### src/rtl/vga_bouncing_rect_if.sv
// rtl/vga_bouncing_rect_if.sv - pixel-side bundle between the sync block, the rectangle generator and the RGB pins
//
// Signals:
//   pos_h, pos_v : horizontal / vertical counters from the sync block
//   blank        : high outside the active area
//   color_sel    : one-hot colour select (switches)
//   run          : high lets the rectangle move, low freezes it
//   red/green/blue : registered colour outputs
//   frame_tick   : one-cycle pulse at the start of vertical blanking
// Modports: master drives the counters/controls and receives pixels; slave is the generator.
interface vga_bouncing_rect_if;
  logic [9:0] pos_h;
  logic [9:0] pos_v;
  logic       blank;
  logic [2:0] color_sel;
  logic       run;
  logic       red;
  logic       green;
  logic       blue;
  logic       frame_tick;

  modport master (
    output pos_h, pos_v, blank, color_sel, run,
    input  red, green, blue, frame_tick
  );

  modport slave (
    input  pos_h, pos_v, blank, color_sel, run,
    output red, green, blue, frame_tick
  );
endinterface

### src/rtl/vga_bouncing_rect.sv
// rtl/vga_bouncing_rect.sv - solid (or outlined) rectangle that bounces around the VGA active area
//
// Ports:
//   clk   : pixel clock
//   rst_n : asynchronous active-low reset
//   bus   : vga_bouncing_rect_if.slave (counters, blank, colour select, run in; rgb, frame_tick out)
// Optional build macro: VGA_RECT_OUTLINE_EN lights only an OUTLINE-pixel border of the rectangle.
// Outputs are registered one pixel clock behind the counter inputs.
module vga_bouncing_rect #(
  parameter int H_ACTIVE = 640,
  parameter int V_ACTIVE = 480,
  parameter int WIDTH    = 20,
  parameter int HEIGHT   = 100,
  parameter int X_INIT   = 320,
  parameter int Y_INIT   = 240,
  parameter int STEP     = 2,
  parameter int OUTLINE  = 2
) (
  input  logic                clk,
  input  logic                rst_n,
  vga_bouncing_rect_if.slave  bus
);

  localparam logic [10:0] X_MAX   = 11'(H_ACTIVE - WIDTH);
  localparam logic [10:0] Y_MAX   = 11'(V_ACTIVE - HEIGHT);
  localparam logic [10:0] STEP_W  = 11'(STEP);
  localparam logic [10:0] W_W     = 11'(WIDTH);
  localparam logic [10:0] H_W     = 11'(HEIGHT);
  localparam logic [10:0] OL_W    = 11'(OUTLINE);
  localparam logic [10:0] Y_TOP   = 11'(V_ACTIVE - 1);
  localparam logic [9:0]  V_BLANK = 10'(V_ACTIVE);

  logic [10:0] x_left, y_bottom;
  logic        dx_neg, dy_neg;
  logic [9:0]  pos_v_d;
  logic [2:0]  rgb_q;
  logic        tick_q;

  logic [10:0] x, y;
  logic        on_rect, on_border, lit;
  logic [2:0]  colour, rgb_next;
  logic        tick_now;
  logic [10:0] x_next, y_next;
  logic        dx_neg_next, dy_neg_next;

  // Screen y grows upward from the bottom line; wraps for pos_v >= V_ACTIVE, but blank covers that.
  assign x = {1'b0, bus.pos_h};
  assign y = Y_TOP - {1'b0, bus.pos_v};

  assign on_rect   = (x >= x_left) && (x < x_left + W_W) &&
                     (y >= y_bottom) && (y < y_bottom + H_W);
  assign on_border = (x < x_left + OL_W) || (x >= x_left + W_W - OL_W) ||
                     (y < y_bottom + OL_W) || (y >= y_bottom + H_W - OL_W);

`ifdef VGA_RECT_OUTLINE_EN
  assign lit = on_rect && on_border;
`else
  assign lit = on_rect;
  logic unused_border;
  assign unused_border = on_border;
`endif

  always_comb begin
    colour = 3'b111;
    case (bus.color_sel)
      3'b001:  colour = 3'b110;
      3'b010:  colour = 3'b101;
      3'b100:  colour = 3'b011;
      default: colour = 3'b111;
    endcase
  end

  assign rgb_next = (!bus.blank && lit) ? colour : 3'b000;

  // Rising into the first blanking line, not merely being on it.
  assign tick_now = (bus.pos_v == V_BLANK) && (pos_v_d != V_BLANK);

  // Bounce rule: reaching or passing a limit clamps onto it and reverses.
  always_comb begin
    x_next      = x_left;
    dx_neg_next = dx_neg;
    if (!dx_neg) begin
      if (x_left + STEP_W >= X_MAX) begin
        x_next      = X_MAX;
        dx_neg_next = 1'b1;
      end else begin
        x_next = x_left + STEP_W;
      end
    end else begin
      if (x_left <= STEP_W) begin
        x_next      = 11'd0;
        dx_neg_next = 1'b0;
      end else begin
        x_next = x_left - STEP_W;
      end
    end
  end

  always_comb begin
    y_next      = y_bottom;
    dy_neg_next = dy_neg;
    if (!dy_neg) begin
      if (y_bottom + STEP_W >= Y_MAX) begin
        y_next      = Y_MAX;
        dy_neg_next = 1'b1;
      end else begin
        y_next = y_bottom + STEP_W;
      end
    end else begin
      if (y_bottom <= STEP_W) begin
        y_next      = 11'd0;
        dy_neg_next = 1'b0;
      end else begin
        y_next = y_bottom - STEP_W;
      end
    end
  end

  always_ff @(posedge clk or negedge rst_n) begin
    if (!rst_n) begin
      rgb_q    <= 3'b000;
      tick_q   <= 1'b0;
      pos_v_d  <= 10'd0;
      x_left   <= 11'(X_INIT);
      y_bottom <= 11'(Y_INIT);
      dx_neg   <= 1'b0;
      dy_neg   <= 1'b0;
    end else begin
      rgb_q   <= rgb_next;
      tick_q  <= tick_now;
      pos_v_d <= bus.pos_v;
      if (tick_now && bus.run) begin
        x_left   <= x_next;
        y_bottom <= y_next;
        dx_neg   <= dx_neg_next;
        dy_neg   <= dy_neg_next;
      end
    end
  end

  assign bus.red        = rgb_q[2];
  assign bus.green      = rgb_q[1];
  assign bus.blue       = rgb_q[0];
  assign bus.frame_tick = tick_q;

endmodule

### src/flat_wrapper.sv
// flat-port wrapper written by rule: the top's interface ports become plain ports
module vga_bouncing_rect_flat 
#(
  parameter int H_ACTIVE = 640,
  parameter int V_ACTIVE = 480,
  parameter int WIDTH    = 20,
  parameter int HEIGHT   = 100,
  parameter int X_INIT   = 320,
  parameter int Y_INIT   = 240,
  parameter int STEP     = 2,
  parameter int OUTLINE  = 2
)
  (clk, rst_n, bus_pos_h, bus_pos_v, bus_blank, bus_color_sel, bus_run, bus_red, bus_green, bus_blue, bus_frame_tick);
  vga_bouncing_rect_if bus_i ();
  input  logic clk;
  input  logic rst_n;
  input wire logic [$bits(bus_i.pos_h)-1:0] bus_pos_h;
  input wire logic [$bits(bus_i.pos_v)-1:0] bus_pos_v;
  input wire logic [$bits(bus_i.blank)-1:0] bus_blank;
  input wire logic [$bits(bus_i.color_sel)-1:0] bus_color_sel;
  input wire logic [$bits(bus_i.run)-1:0] bus_run;
  output wire logic [$bits(bus_i.red)-1:0] bus_red;
  output wire logic [$bits(bus_i.green)-1:0] bus_green;
  output wire logic [$bits(bus_i.blue)-1:0] bus_blue;
  output wire logic [$bits(bus_i.frame_tick)-1:0] bus_frame_tick;
  assign bus_i.pos_h = bus_pos_h;
  assign bus_i.pos_v = bus_pos_v;
  assign bus_i.blank = bus_blank;
  assign bus_i.color_sel = bus_color_sel;
  assign bus_i.run = bus_run;
  assign bus_red = bus_i.red;
  assign bus_green = bus_i.green;
  assign bus_blue = bus_i.blue;
  assign bus_frame_tick = bus_i.frame_tick;
  vga_bouncing_rect #(.H_ACTIVE(H_ACTIVE), .V_ACTIVE(V_ACTIVE), .WIDTH(WIDTH), .HEIGHT(HEIGHT), .X_INIT(X_INIT), .Y_INIT(Y_INIT), .STEP(STEP), .OUTLINE(OUTLINE)) u_core (.clk(clk), .rst_n(rst_n), .bus(bus_i));
endmodule
### config.mk
export PLATFORM = sky130hd
export DESIGN_NAME = vga_bouncing_rect_flat
export DESIGN_NICKNAME = d
export VERILOG_FILES = /design/src/rtl/vga_bouncing_rect_if.sv /design/src/rtl/vga_bouncing_rect.sv /design/src/flat_wrapper.sv
export SDC_FILE = /design/constraint.sdc
export NUM_CORES = 1
export LEC_CHECK = 0
export ABC_AREA = 1
export CAP_MARGIN = 20
export CORE_ASPECT_RATIO = 0.5
export CORE_MARGIN = 10
export CORE_UTILIZATION = 50
export CTS_CLUSTER_DIAMETER = 60
export DETAILED_ROUTE_END_ITERATION = 12
export DONT_BUFFER_PORTS = 1
export GPL_ROUTABILITY_DRIVEN = 0
export SETUP_SLACK_MARGIN = 0.2
export SYNTH_ARGS = -nofsm -noshare
export SYNTH_HDL_FRONTEND = slang
export SYNTH_SLANG_ARGS = --single-unit
### constraint.sdc
create_clock -name clk -period 2.5 [get_ports clk]
set_input_delay 0.5 -clock clk [delete_from_list [all_inputs] [get_ports clk]]
set_output_delay 0.5 -clock clk [all_outputs]
set_load 0.05 [all_outputs]
==> results of run 1 <==
==> stage by stage <==
stage / hold WS, ns / power (µW) / worst slack [ns] / cells
floorplan: 0.204 / 757 / 0.356 / 500
global placement: 0.205 / 790 / 0.136 / 592
detailed placement: 0.206 / 791 / 0.0978 / 592
CTS: 0.0458 / 1450 / 0.211 / 601
global route: 0.0458 / 1520 / 0.172 / 606
finish: 0.0468 / 1440 / 0.292 / 606
==> sequential cells by signal, indices dropped and copies added (netlist names) <==
signal	flops
u_core.x_left	10
u_core.rgb_q	3
u_core.pos_v_d	10
u_core.dx_neg	1
u_core.dy_neg	1
u_core.y_bottom	10
u_core.bus.frame_tick	1
==> worst paths after layout <==
kind	to	slack, ns
max	u_core.rgb_q[0]	0.29
min	u_core.pos_v_d[2]	0.05
max reg2reg	u_core.rgb_q[0]	0.29
min reg2reg	u_core.y_bottom[10]	0.60
max in group asynchronous	u_core.x_left[7]	2.28
min in group clk	u_core.pos_v_d[9]	0.24
==> final cells by class <==
class,count,area share [%]
multi-input combinational,393,61.8
sequential,36,22.7
inverter,62,5.81
clock buffer,6,3.47
timing repair buffer,15,3.12
tap,92,2.87
clock inverter,2,0.250
==> kinds of logic (layout without fill, tap and decap cells) <==
logic type               count (synthesis)  in the layout  share of synthesized area [%]
XOR/XNOR                                36             36                           8.67
multiplexers                             1              1                          0.275
flip-flops                              36             36                           25.0
buffers and inverters                   71             85                           8.81
adder cells (fa/ha/maj)                 49             49                           16.9
AND/OR/NAND/NOR                        246            246                           30.1
AO/OA/AOI/OAI                           61             61                           10.3
==> layout by cell type (no fill, tap or decap), types with 2 or more instances in the layout <==
cell type  netlist  routed
inv_2            6       6
o21ai_0         13      10
nor3_1          13      10
ha_1            49      47
nand3_4          1       2
nand3_1         24      23
xnor2_1          3       3
nand4_1         11      11
dfrtp_1         30      30
nor2_1          61      60
o21ai_1          3       4
o2111ai_1        2       2
nand2_1        116     113
nand3_2          2       2
nand3b_1         3       3
o211ai_1         4       4
a21oi_1         21      20
o21ai_2          2       4
a21boi_1         7       7
dfstp_2          6       6
xor2_1          33      32
clkinv_2         0       2
nand2_2          3       6
clkbuf_16        0       5
nor2_2           4       5
buf_4            2      14
inv_1           56      56
a22oi_1          5       5
nand2_4          2       2
nor3_2           1       4
==> per-layer routing <==
layer / share of wire (%) / track usage, % / wire, µm
met1: 50 / 20.7 / 4210
met2: 44 / 24.9 / 3680
met3: 5.8 / 3.58 / 486
met4: 0.29 / 3.69 / 24
met5: 0 / 0 / 0
==> where the power goes <==
part / total (µW) / internal, µW / switching, µW
clock network: 635 / 393 / 243
logic: 199 / 80.3 / 119
registers: 605 / 597 / 8.73
total: 1440 / 1070 / 370
==> worst max-delay path: cells and delay by family, from the launching register on <==
kind	cells	cell delay, ns
xor+xnor	1	0.16
fa+ha+maj	2	0.49
flops	1	0.39
compound gates	2	0.47
buf+inv	1	0.09
simple gates	5	0.53
==> what timing repair did <==
item / in CTS / in global routing
setup buffers: 0 / 5
endpoints found under the hold margin: 30 / 0
hold buffers: 1 / 0
setup endpoints to repair: 3 / 3
pin swaps: 0 / 8
gates resized for setup: 4 / 15
==> qor.csv, run 1 <==
stage,metric,value,unit
critical_path,required,2.70,ns
cts,root_buffer,clkbuf_16,
finish,diodes,0,
logic_synthesis,syn_nets,576,
timing,slew_viol_final,0,
logic_synthesis,async_reset_ff_share,100,%
critical_path,slowest_delay,0.39,ns
logic_synthesis,yosys_warnings,0,
cts,clk_pin_slew,0.06,ns
critical_path,critPathArrivalTime,2.41,ns
routing,dr.pass1.iters,4,
routing,wl_per_cell,13.9,µm
power,power.density,359,nW/µm²
logic_synthesis,yosysSeqAreaShare,25.0,%
timing,finalSetupViolCount,0,
timing,slew_headroom,69.7,%
finish,regArea,908,µm²
placed_design,place_area,3730,µm²
placed_design,io_buffers,0,
routing,drt_wl_total,8.40,mm
cts,cts_tree,built,
floorplan,rows,21,
grt,grt_pass1_vias,3039,
finish,area_growth,10.3,%
run_status,status,completed,
cts,ctsHtreeMaxLevel,2,
timing,rsz0062_at_grt,false,
logic_synthesis,syn_area,3630,µm²
floorplan,die-area,11300,µm²
grt,grt_pass1_wl,14.5,mm
floorplan,pin_count,31,
critical_path,end_kind,flip-flop,
logic_synthesis,avgSynthCellArea,7.27,µm²
timing,finalClockSkew,0.00458,ns
power,leakagePower,0.00204,µW
grt,antenna_found_initial,0,
logic_synthesis,yosys_most_used_dff,dfrtp_1,
timing,tightest_slew,0.454,ns
finish,nFillCells,665,
grt,grtUsageTotal,15.5,%
cts,cts.path.max_buffers,2,
finish,drive_gt1_share,13.0,%
critical_path,cpMaxStageDelayCell,dfrtp_1,
routing,drt_iter0_markers,179,
power,ir_drop,0.206,mV
cts,clk_latency,0.28,ns
timing,period_share,88.3,%
logic_synthesis,ys_ff_latch,36,
floorplan,coreArea,6860,µm²
finish,design_area,4010,µm²
cts,numCtsBuffers,5,
routing,num_vias,3117,
finish,utilization,58.4,%
floorplan,die_x,141,µm
critical_path,r2r_start,u_core.y_bottom[3],
logic_synthesis,syn_inst,500,
cts,cts_sinks,36,
grt,grt_overflow,0,
finish,multiInputGateArea,2480,µm²
placed_design,hpwl,6.62,mm
critical_path,rr_worst_depth,11,
logic_synthesis,yosys.cell_count.top_type,nand2_1,
critical_path,crit_type,flip-flop to flip-flop,
logic_synthesis,yosys-top-cells-area,"dfrtp_1 21%, ha_1 17%, nand2_1 12%",
critical_path,startpoint,u_core.y_bottom[3],
finish,nets,589,
logic_synthesis,synth_top_area_share,20.7,%
timing,min_period,2.21,ns
critical_path,critical_path.max_fanout,3,
routing,via_per_inst,5.14,
timing,hold_viol_final,0,
hold_path,worst_hold_path_type,input port to async pin,
logic_synthesis,synth.largest_area_cell,dfrtp_1,
grt,grt_max_degree,31,
floorplan,initial_utilization,53.0,%
critical_path,worstPathCellList,"ha_2, nand2_1, nand2_2, o21ai_2, nor2_2, xor2_1, ha_1, a211o_1, inv_1, nand3_4, nor3_2",
routing,drc_errors,0,
timing,fmax,453,MHz
floorplan,fp.dieH,80.3,µm
timing,tns,0,ns
critical_path,cp-start-kind,flip-flop,
routing,ant_nets,0,
job,max_cap_violations,0,
logic_synthesis,synth.distinct_cells,42,
logic_synthesis,synthTopCellsByCount,"116 x nand2_1, 61 x nor2_1, 56 x inv_1",
logic_synthesis,synth_edf_count,0,
Note: power is estimated with default switching activity, not from simulation.
==> run 2: changes to the inputs <==
- CELL_PAD_IN_SITES_DETAIL_PLACEMENT: unset -> 0
- CELL_PAD_IN_SITES_GLOBAL_PLACEMENT: unset -> 1
- CORE_UTILIZATION: 50 -> 48
- PLACE_DENSITY_LB_ADDON: unset -> 0.1
==> run 2 against run 1 <==
Sequential cell count unchanged. Combinational power about the same. Power increased by 5.8%. Sequential share of layout area hardly changed. Final cell count rose by 0.33%. Die area increased by 3.3%. Clock skew barely moved. Cell area about the same. Setup slack better by 0.029 ns. Non-clock buffer count decreased by 2. Register-to-register slack better by 0.03 ns. Clock power is 14% higher. Largest power group unchanged.
==> qor.csv, run 2 (synthesis gave the netlist of run 1 again) <==
stage,metric,value,unit
critical_path,worstPathCellList,"ha_2, nand2_1, nand2_1, o21ai_2, nor2_1, xor2_1, ha_1, a211o_1, inv_2, nand3_4, nor3_2",
timing,slew_headroom,70.0,%
routing,num_vias,3157,
critical_path,critical_path.max_fanout,3,
routing,via_per_inst,5.19,
grt,grt_overflow,0,
routing,drt-met1-wl,4.33,mm
timing,fmax,459,MHz
grt,grt_pass1_vias,3096,
finish,nFillCells,722,
power,total_power,1520,µW
timing,rsz0062_at_grt,false,
floorplan,pin_count,31,
cts,ctsHtreeMaxLevel,2,
routing,drt_wl_total,8.77,mm
finish,layout.cells.non_filler,608,
job,max_cap_violations,0,
routing,drt_iter0_markers,216,
critical_path,path_delay_family,simple AND/OR/NAND/NOR gates,
routing,wl_per_cell,14.4,µm
critical_path,end_kind,flip-flop,
timing,hold_viol_final,0,
placed_design,dp.cells,596,
finish,diodes,0,
floorplan,die_x,143,µm
floorplan,die-area,11700,µm²
cts,clk_latency,0.28,ns
floorplan,fp.dieH,81.5,µm
power,ir_drop,0.381,mV
critical_path,required,2.70,ns
finish,nets,587,
power,power.density,380,nW/µm²
routing,wl_met3,521,µm
finish,area_growth,10.3,%
timing,period_share,87.1,%
cts,numCtsBuffers,5,
critical_path,slowest_delay,0.38,ns
grt,grt_pass1_wl,14.9,mm
timing,hold_slack,0.0487,ns
routing,wl_met2,3.83,mm
timing,finalSetupViolCount,0,
grt,grtUsageTotal,15.7,%
critical_path,crit_path_frequent_cell,nand2_1,
critical_path,cpMaxStageDelayCell,dfrtp_1,
grt,grt_max_degree,31,
power,leakagePower,0.00203,µW
placed_design,hpwl,6.82,mm
hold_path,worst_hold_path_type,input port to async pin,
timing,tightest_slew,0.451,ns
critical_path,cp-start-kind,flip-flop,
critical_path,critPathArrivalTime,2.38,ns
grt,antenna_found_initial,0,
routing,ant_nets,0,
floorplan,rows,22,
finish,multiInputGateArea,2470,µm²
floorplan,initial_utilization,49.5,%
cts,clk_pin_slew,0.06,ns
finish,utilization,54.5,%
cts,cts_sinks,36,
cts,cts.path.max_buffers,2,
timing,finalClockSkew,0.00433,ns
routing,dr.pass1.iters,4,
floorplan,coreArea,7350,µm²
finish,largestRegisters,"u_core.pos_v_d x10, u_core.x_left x10, u_core.y_bottom x10",
routing,highest_layer,met4,
finish,drive_gt1_share,12.3,%
placed_design,io_buffers,0,
finish,final_common_cell,nand2_1,
finish,mostFrequentLayoutCells,"115 x nand2_1, 61 x nor2_1, 55 x inv_1, 47 x ha_1, 32 x xor2_1",
timing,tns,0,ns
timing,min_period,2.18,ns
finish,regArea,908,µm²
cts,root_buffer,clkbuf_16,
critical_path,path_buf_inv,1,
critical_path,crit_type,flip-flop to flip-flop,
run_status,status,completed,
timing,slew_viol_final,0,
routing,drc_errors,0,
cts,cts_tree,built,
run 2: layout make-up:
class,count,area share [%]
Multi-Input combinational cell,393,61.6
Sequential cell,36,22.7
Inverter,62,5.81
Clock buffer,5,3.12
Tap cell,96,3.00
Timing Repair Buffer,13,2.75
Clock inverter,3,1.06
run 2: path summary, 6_finish.rpt:
path	slack, ns	from	cells after the start	endpoint
max	0.32	u_core.y_bottom[2]	11	u_core.rgb_q[2]
min	0.05	rst_n	1	u_core.y_bottom[8]
max reg2reg	0.32	u_core.y_bottom[2]	11	u_core.rgb_q[2]
min reg2reg	0.60	u_core.y_bottom[10]	2	u_core.y_bottom[10]
max in group asynchronous	2.28	rst_n	1	u_core.pos_v_d[7]
min in group clk	0.24	bus_pos_v[3]	0	u_core.pos_v_d[3]
run 2: repair_timing:
| item | 4_1_cts | 5_1_grt |
|---|---|---|
| buffers inserted | 0 | 3 |
| endpoints found under the hold margin | 30 | 0 |
| resized for setup | 3 | 14 |
| hold buffers | 1 | 0 |
| endpoints found under the setup margin | 3 | 3 |
| pin swaps | 0 | 2 |
run 2: power breakdown:
group,switching (µW),total [µW],internal [µW],leakage (µW)
clock,253,721,468,0.0000798
sequential,9.49,606,596,0.000402
combinational,119,197,78.1,0.00155
run 2: routing by layer:
| metal | global-route usage [%] | vias to the layer above |
|---|---|---|
| met5 | 0 | - |
| met4 | 3.48 | 0 |
| met3 | 3.86 | 9 |
| met2 | 25.9 | 64 |
| met1 | 20.6 | 1432 |
| li1 | - | 1652 |
run 2: metrics by stage:
stage          worst slack [ns]  area (µm²)
3_3_place_gp             0.0868        3730
2_1_floorplan             0.356        3630
6_report                  0.321        4010
4_1_cts                   0.200        3930
5_1_grt                   0.112        4010
3_5_place_dp             0.0667        3730
==> run 3: changes to the inputs <==
- ABC_AREA: 1 -> unset
- CORE_UTILIZATION: 48 -> 49
==> run 3 against run 2 <==
Register-to-register slack worse by 0.17 ns. Setup slack lost 0.17 ns. Largest power group unchanged. Combinational power decreased by 23%. Wire length rose by 11%. Clock skew barely moved. Sequential power decreased by 0.8%. Synthesized area is 3.1% lower. Die area is 4.1% lower. Critical path depth decreased by 1.
==> qor.csv, run 3 <==
stage,metric,value,unit
routing,wl_per_cell,18.3,µm
routing,dr.pass1.iters,5,
floorplan,rows,21,
power,ir_drop,0.270,mV
logic_synthesis,synth_top_area_share,21.3,%
finish,drive_gt1_share,17.8,%
logic_synthesis,yosys.cell_count.top_type,ha_1,
timing,period_share,94.1,%
routing,drt_iter0_markers,295,
critical_path,critical_path.max_fanout,3,
logic_synthesis,syn_area,3520,µm²
routing,drt_wl_total,9.73,mm
power,switching_power,328,µW
power,clkPwrFrac,50.2,%
floorplan,fp.dieH,80.0,µm
logic_synthesis,yosys_warnings,0,
grt,grtUsageTotal,16.7,%
placed_design,hpwl,7.23,mm
finish,design_area,4140,µm²
timing,tightest_slew,0.569,ns
logic_synthesis,yosys-top-cells-area,"dfrtp_1 21%, ha_1 17%, xnor2_1 5.5%",
timing,hold_viol_final,0,
logic_synthesis,syn_inst,424,
routing,num_vias,3324,
critical_path,rr_worst_depth,10,
power,comb_power_share,10.1,%
grt,grt_pass1_vias,3193,
critical_path,rr_endpoint,u_core.rgb_q[0],
critical_path,crit_path_frequent_cell,a211oi_2,
hold_path,worst_hold_path_type,input port to async pin,
floorplan,die_x,140,µm
power,seqPwrFrac,39.7,%
critical_path,cp-start-kind,flip-flop,
finish,area_growth,17.4,%
critical_path,crit_type,flip-flop to flip-flop,
logic_synthesis,async_reset_ff_share,100,%
cts,numCtsBuffers,5,
logic_synthesis,synth.largest_area_cell,dfrtp_1,
power,swShare,21.7,%
grt,grt_overflow,0,
timing,tns,0,ns
timing,rsz0062_at_grt,true,
floorplan,initial_utilization,51.6,%
logic_synthesis,synth.distinct_cells,64,
logic_synthesis,synth_edf_count,0,
floorplan,pin_count,31,
timing,finalClockSkew,0.00424,ns
cts,cts_tree,built,
finish,nFillCells,591,
cts,ctsHtreeMaxLevel,2,
critical_path,r2r_start,u_core.y_bottom[2],
logic_synthesis,ys_ff_latch,36,
grt,grt_pass1_wl,15.7,mm
critical_path,worstPathCellList,"ha_4, a21oi_4, xnor2_1, ha_1, a211oi_2, nand2_1, a31oi_1, o21a_1, o22ai_2, a211oi_2",
placed_design,place_area,3720,µm²
cts,root_buffer,clkbuf_16,
logic_synthesis,yosys_most_used_dff,dfrtp_1,
finish,largestRegisters,"u_core.pos_v_d x10, u_core.x_left x10, u_core.y_bottom x10",
power,leakagePower,0.00168,µW
finish,diodes,0,
cts,clk_latency,0.27,ns
critical_path,end_kind,flip-flop,
cts,clk_pin_slew,0.06,ns
logic_synthesis,synthTopCellsByCount,"49 x ha_1, 40 x nand2_1, 34 x inv_1",
logic_synthesis,yosysSeqAreaShare,25.8,%
floorplan,coreArea,6830,µm²
job,max_cap_violations,0,
timing,slew_viol_final,0,
critical_path,reg2reg_slack,0.15,ns
timing,finalSetupViolCount,0,
finish,final_common_cell,ha_1,
placed_design,io_buffers,0,
run_status,status,completed,
finish,nets,514,
timing,slew_headroom,62.1,%
power,p_int,1190,µW
cts,cts.path.max_buffers,2,
grt,grt_max_degree,31,
timing,min_period,2.35,ns
timing,fmax,425,MHz
critical_path,required,2.68,ns
power,total_power,1510,µW
routing,ant_nets,0,
routing,via_per_inst,6.26,
finish,mostFrequentLayoutCells,"45 x ha_1, 37 x nand2_1, 34 x inv_1, 29 x dfrtp_1, 27 x o21ai_0",
routing,drc_errors,0,
logic_synthesis,syn_nets,500,
critical_path,cpMaxStageDelayCell,dfrtp_1,
floorplan,die-area,11200,µm²
power,power.density,366,nW/µm²
grt,antenna_found_initial,0,
logic_synthesis,avgSynthCellArea,8.31,µm²
critical_path,slowest_delay,0.41,ns
finish,utilization,60.5,%
critical_path,critPathArrivalTime,2.53,ns
cts,cts_sinks,36,
-- run 3: changes by cell type after synthesis, sizes merged, moves of 15 or more --
cell   change
xnor2     +20
o21ai     +15
xor2      -30
inv       -28
nor2      -44
nand2     -81
-- run 3: layout make-up --
class                           instances  area, µm²  share of cell area [%]
Sequential cell                        36        910                    22.0
Tap cell                               92        115                    2.78
Multi-Input combinational cell        334       2570                    62.1
Clock inverter                          1       30.0                   0.726
Timing Repair Buffer                   27        231                    5.60
Inverter                               34        128                    3.09
Clock buffer                            7        153                    3.69
-- run 3: power by group through the flow --
stage	sequential (µW)	clock, µW	combinational [µW]
floorplan	610	0	91.7
global placement	611	0	114
detailed placement	611	0	120
CTS	601	768	139
global route	602	797	171
finish	601	760	152
-- run 3: cells by family (layout without fill, tap and decap cells) --
| family | after synthesis | after routing | share of synthesized area, % |
|---|---|---|---|
| simple gates | 131 | 131 | 18.8 |
| compound gates | 127 | 127 | 24.6 |
| buf+inv | 54 | 69 | 6.43 |
| fa+ha+maj | 49 | 49 | 17.4 |
| flops | 36 | 36 | 25.8 |
| xor+xnor | 26 | 26 | 6.68 |
| mux | 1 | 1 | 0.284 |
-- run 3: critical path: cells and delay by family (launching register included) --
family / cells / cell delay [ns]
xor+xnor: 1 / 0.18
fa+ha+maj: 2 / 0.48
flops: 1 / 0.41
compound gates: 6 / 1.11
simple gates: 1 / 0.07
-- run 3: timing repair --
action,4_1_cts,5_1_grt
endpoints found under the setup margin,3,19
hold buffers,1,0
cloned,0,0
gates resized for setup,13,22
pin swaps,7,4
buffers inserted,3,2
endpoints found under the hold margin,30,0
-- run 3: per-stage QoR --
step	hold slack [ns]	setup WS, ns	std cells
global placement	0.206	0.128	517
finish	0.0582	0.147	531
global route	0.0529	0.0599	531
floorplan	0.204	0.233	424
detailed placement	0.205	0.0331	517
CTS	0.0551	0.134	529
-- run 3: worst max-delay path by stage --
stage | startpoint | to | slack (ns) | depth (start not counted)
4_1_cts | u_core.y_bottom[3] | u_core.rgb_q[0] | 0.13 | 10
3_3_place_gp | u_core.x_left[2] | u_core.rgb_q[0] | 0.13 | 11
5_1_grt | u_core.y_bottom[4] | u_core.rgb_q[1] | 0.06 | 9
2_1_floorplan | u_core.y_bottom[4] | u_core.rgb_q[0] | 0.23 | 10
6_report | u_core.y_bottom[2] | u_core.rgb_q[0] | 0.15 | 10
3_5_place_dp | u_core.x_left[2] | u_core.rgb_q[0] | 0.03 | 11
-- run 3: layer usage --
metal  GRT usage (%)  part of all wire, %  vias to the layer above
met4            3.89                  1.5                        0
met2            26.9                   45                      131
met3            3.98                  7.7                       14
met5               0                    0                        -
li1                -                    -                     1596
met1            22.3                   46                     1583
